$ cat config.mk
export PLATFORM = sky130hd
export DESIGN_NAME = stoch_decode
export DESIGN_NICKNAME = d
export VERILOG_FILES = /design/src/rtl/stoch_decode.sv
export SDC_FILE = /design/constraint.sdc
export NUM_CORES = 1
export LEC_CHECK = 0
export ABC_AREA = 1
export ABC_CLOCK_PERIOD_IN_PS = 1600
export CAP_MARGIN = 20
export CORE_MARGIN = 2
export CORE_UTILIZATION = 44
export DETAILED_ROUTE_END_ITERATION = 8
export PLACE_DENSITY = 0.68
export SYNTH_ARGS = -nofsm -noshare
export SYNTH_HDL_FRONTEND = slang
export SYNTH_SLANG_ARGS = --single-unit
$ cat constraint.sdc
create_clock -name clk -period 1.6 [get_ports clk]
set_input_delay 0.32 -clock clk [delete_from_list [all_inputs] [get_ports clk]]
set_output_delay 0.32 -clock clk [all_outputs]
set_load 0.1 [all_outputs]
$ cat src/rtl/stoch_decode.sv
// Unary stochastic stream to binary decoder over a 2^DATAWD-bit window.
// Define STOCH_DECODE_BIPOLAR_EN for a two's-complement (offset) result.
module stoch_decode #(
  parameter int DATAWD = 8
) (
  input  logic              clk,
  input  logic              rst,
  input  logic              iStart,
  input  logic              iValid,
  input  logic              iBit,
  input  logic              iReady,
  output logic [DATAWD-1:0] oData,
  output logic              oValid,
  output logic              oBusy,
  output logic              oOvf
);

  typedef enum logic {
    IDLE,
    ACC
  } state_t;

  localparam logic [DATAWD-1:0] CNT_MAX = '1;
  localparam logic [DATAWD-1:0] CNT_ONE = {{(DATAWD-1){1'b0}}, 1'b1};

  state_t            state_q, state_d;
  logic [DATAWD-1:0] cnt_q, cnt_d;
  logic [DATAWD:0]   acc_q, acc_d;
  logic [DATAWD-1:0] data_q, data_d;
  logic              valid_q, valid_d;
  logic              ovf_q, ovf_d;

  logic              done;
  logic [DATAWD:0]   acc_fin;
  logic [DATAWD-1:0] sat;
  logic [DATAWD-1:0] res;
  logic [DATAWD-1:0] cnt_first;
  logic [DATAWD:0]   acc_first;

  always_comb begin
    done      = (state_q == ACC) && iValid && (cnt_q == CNT_MAX);
    acc_fin   = acc_q + {{DATAWD{1'b0}}, iBit};
    sat       = acc_fin[DATAWD] ? CNT_MAX : acc_fin[DATAWD-1:0];
`ifdef STOCH_DECODE_BIPOLAR_EN
    res       = {~sat[DATAWD-1], sat[DATAWD-2:0]};
`else
    res       = sat;
`endif
    // the starting cycle's bit counts as bit 0 of the window
    cnt_first = {{(DATAWD-1){1'b0}}, iValid};
    acc_first = {{DATAWD{1'b0}}, iValid & iBit};
  end

  always_comb begin
    state_d = state_q;
    cnt_d   = cnt_q;
    acc_d   = acc_q;
    data_d  = data_q;
    valid_d = valid_q;
    ovf_d   = ovf_q;
    if (valid_q && iReady) valid_d = 1'b0;
    unique case (state_q)
      IDLE: begin
        if (iStart) begin
          state_d = ACC;
          cnt_d   = cnt_first;
          acc_d   = acc_first;
        end
      end
      ACC: begin
        if (done) begin
          data_d  = res;
          valid_d = 1'b1;
          if (valid_q && !iReady) ovf_d = 1'b1;
          cnt_d   = '0;
          acc_d   = '0;
          state_d = iStart ? ACC : IDLE;
        end else if (iStart) begin
          cnt_d = cnt_first;
          acc_d = acc_first;
        end else if (iValid) begin
          cnt_d = cnt_q + CNT_ONE;
          acc_d = acc_fin;
        end
      end
      default: state_d = IDLE;
    endcase
  end

  always_ff @(posedge clk or posedge rst) begin
    if (rst) begin
      state_q <= IDLE;
      cnt_q   <= '0;
      acc_q   <= '0;
      data_q  <= '0;
      valid_q <= 1'b0;
      ovf_q   <= 1'b0;
    end else begin
      state_q <= state_d;
      cnt_q   <= cnt_d;
      acc_q   <= acc_d;
      data_q  <= data_d;
      valid_q <= valid_d;
      ovf_q   <= ovf_d;
    end
  end

  assign oData  = data_q;
  assign oValid = valid_q;
  assign oBusy  = (state_q == ACC);
  assign oOvf   = ovf_q;

endmodule

==> results by group, run 1 <==
Clock tree
  • CTS tree: done
  • Clock Path Buffers: 2
  • Hold-fix buffers, CTS: 0
  • Clock latency on the worst-skew pair: approximately 0.34 ns
  • Clock transition at the registers of the reported paths: about 0.16 ns
  • CTS buffer count: 3
  • Clock sinks: 28
  • Clock Root Buffer: clkbuf_4
  • H-tree depth: 1

Setup path
  • Crit path max fanout: 9
  • CP required: 1.88 ns
  • Reg2reg setup slack: 0.14 ns
  • Startpoint Class: flip-flop
  • Reg2reg start: cnt_q[0]
  • Crit path DAT: between 1.5 and 2 ns
  • RR Endpoint: acc_q[2]
  • Reg2Reg Depth: 6
  • Crit. End Element: flip-flop
  • Crit Path Category: reg2reg

Run
  • Maxcap violations: 0

Detailed routing
  • Total routed wirelength: around 3100 um
  • Iteration-0 DRC Markers: 38
  • Post-DR vias/cell: 4.70
  • Post-route DRC: 0
  • Routed Antenna Nets: 0
  • Routed via count: 1307
  • Drt first pass iters: 4
  • Wire per inst: ~11 um

Synth
  • Yosys cell types: 23
  • Synthesized cell area: 0.00155 mm^2
  • Post-synthesis register bit count: 28
  • Syn nets: 211
  • Post-synthesis sequential area ratio: a little under half
  • Post-Syn Area per Cell: approximately 7.7 um^2
  • Syn Inst Count: approximately 200
  • Yosys top cell by area: dfrtp_1
  • Ys Warns: 0
  • Top-area cell type share of the netlist area: 45.1%
  • Synth top area cells: dfrtp_1 45%, nand2_1 19%, inv_1 5.8%, nor2_1 3.6%, nand3_1 3.5%

Power and ir drop
  • Leak: between 1 and 1.5 nW
  • Worst VDD drop: roughly 0.00035 V
  • Pwr/cell area: just under 700 mW/mm^2

Floorplanning
  • Cell row count: 21
  • Initial Util: roughly 46%
  • Core area: ~0.0034 mm^2
  • Die width: roughly 63 um
  • I/O pin total: 17
  • DIE HEIGHT: between 60 and 70 um
  • Die area: between 0.004 and 0.005 mm^2

STA
  • Max Slew Vio Count: 0
  • Worst slew margin: about three quarters
  • Fin crit period: 1.46 ns
  • Period utilization: roughly nine tenths
  • Least-Margin Pin Slew: 0.364 ns
  • RSZ-0062 raised after global routing: false
  • Final Hold Fails: 0
  • Final setup vio count: 0
  • Max frequency: approximately 690 MHz
  • Total negative slack: 0 ns
  • Layout Skew: around 0.0069 ns

Status
  • Status: finished clean

GRT
  • Number of global-route vias before repair: about 1200
  • Largest net degree at the start of global routing: 29
  • First-pass GRT wire length: approximately 5600 um
  • Gr usage total: about 17%
  • GRT overflow: 0
  • Antenna violations before repair: 0

Finish
  • Finished Core Util: about 60%
  • Synthesis-to-finish area growth: 29.8%
  • Antenna cells: 0
  • Layout Nets: roughly 240
  • Layout cells sized above 1: 19.0%

Placement
  • HPWL Detailed: approximately 2300 um
  • RD Place Congestion: ~0.83
  • I/O Buffers: 16

Worst hold path
  • HP Class: in2async
-- through the flow --
step | std cells | hold WS (ns) | total power, mW | worst slack (ns) | cell area, um^2
2_1_floorplan | 202 | 0.385 | 0.836 | 0.119 | 1550
3_3_place_gp | 272 | 0.500 | 0.895 | -0.152 | 1940
3_5_place_dp | 272 | 0.499 | 0.898 | -0.173 | 1940
4_1_cts | 276 | 0.328 | 1.37 | 0.135 | 2000
5_1_grt | 278 | 0.390 | 1.44 | 0.00565 | 2020
6_report | 278 | 0.313 | 1.37 | 0.141 | 2020
-- cell type report --
| class | count | area, um^2 |
|---|---|---|
| Sequential cell | 28 | 702 |
| Inverter | 26 | 97.6 |
| Timing Repair Buffer | 29 | 380 |
| Fill cell | 333 | 1350 |
| Clock buffer | 3 | 22.5 |
| Clock inverter | 1 | 30.0 |
| Multi-Input combinational cell | 145 | 726 |
| Tap cell | 46 | 57.6 |
-- power breakdown --
part           switching [mW]  leakage [nW]  total (mW)  internal [mW]
sequential             0.0143         0.380       0.738          0.723
combinational          0.0842         0.629       0.154         0.0696
clock                   0.230        0.0279       0.483          0.254
-- critical path: stages (launching register included) --
cell     delay, ns
dfrtp_1       0.44
ha_1          0.23
nand2_1       0.15
nor2_4        0.06
nand3_4       0.13
nand3_2       0.19
o21ai_0       0.20
-- Yosys cell counts --
master    instances
xor2_1            6
dfrtp_1          28
nand3_4           1
inv_2             2
o21bai_1          1
o21bai_2          1
o21ai_0          11
nand3_2           2
nand2_1          78
a21oi_4           1
a21oi_1           2
nor2_4            1
nor2_1           15
o21ai_1           2
ha_1              3
nand2_4           1
buf_6             3
nand4_1           2
a31oi_1           1
inv_1            24
nand2_2           4
nand3_1          11
nor2_2            2
-- worst max path at each step --
stage	start	to	slack, ns	cells past startpoint
2_1_floorplan	oBusy	oData[0]	0.12	6
3_3_place_gp	iBit	oData[0]	-0.15	9
3_5_place_dp	iBit	oData[1]	-0.17	9
4_1_cts	cnt_q[0]	oData[0]	0.13	7
5_1_grt	cnt_q[0]	cnt_q[1]	0.006	6
6_report	cnt_q[0]	acc_q[2]	0.14	6
-- sequential cells by signal, summed over array words and instances, names as in the netlist --
register  count
cnt_q         8
oData         8
oBusy         1
oOvf          1
acc_q         9
oValid        1
-- cell usage in the layout (no fill, tap or decap) --
master,instances
a31oi_1,1
nand3_2,2
inv_1,24
inv_2,2
nand4_1,2
nand2_2,4
xor2_1,6
nor2_4,2
nand2_1,78
o21bai_2,1
dfrtp_2,1
bufinv_16,1
buf_12,12
ha_1,3
o21bai_1,1
nor2_1,15
nand3_1,11
clkdlybuf4s50_1,5
nand2_4,1
nand3_4,1
a21oi_1,2
o21ai_0,10
clkbuf_4,3
o21ai_1,3
dfrtp_1,27
buf_4,12
a21oi_4,1
nor2_2,1
-- repair_timing --
item / in CTS / in global routing
gates resized for setup: 0 / 2
setup buffers: 0 / 2
setup endpoints to repair: 0 / 7
-- per-layer routing --
layer  track usage [%]  vias to the layer above  wire length (um)
met4              6.52                        0                48
met5                 0                        -                 0
met3              2.68                        6               130
met2              29.1                       35              1500
li1                  -                      684                 -
met1              22.7                      582              1400
-- cell families (layout without fill, tap and decap cells) --
kind of cell,Yosys count,in the layout,share of synthesized area (%)
AO/OA/AOI/OAI,19,19,7.49
XOR/XNOR,6,6,3.38
adder cells (fa/ha/maj),3,3,2.42
buffers and inverters,29,59,8.46
flip-flops,28,28,45.1
AND/OR/NAND/NOR,117,117,33.1
Note: power is estimated with default switching activity, not from simulation.
==> inputs of run 2 (changes only) <==
--- a/config.mk
+++ b/config.mk
@@ -12,6 +12,7 @@
 export CORE_UTILIZATION = 44
 export DETAILED_ROUTE_END_ITERATION = 8
 export PLACE_DENSITY = 0.68
+export SLEW_MARGIN = 20
 export SYNTH_ARGS = -nofsm -noshare
 export SYNTH_HDL_FRONTEND = slang
 export SYNTH_SLANG_ARGS = --single-unit
==> results of run 2 <==
No change in the layout: final DEF, timing and power equal those of run 1.
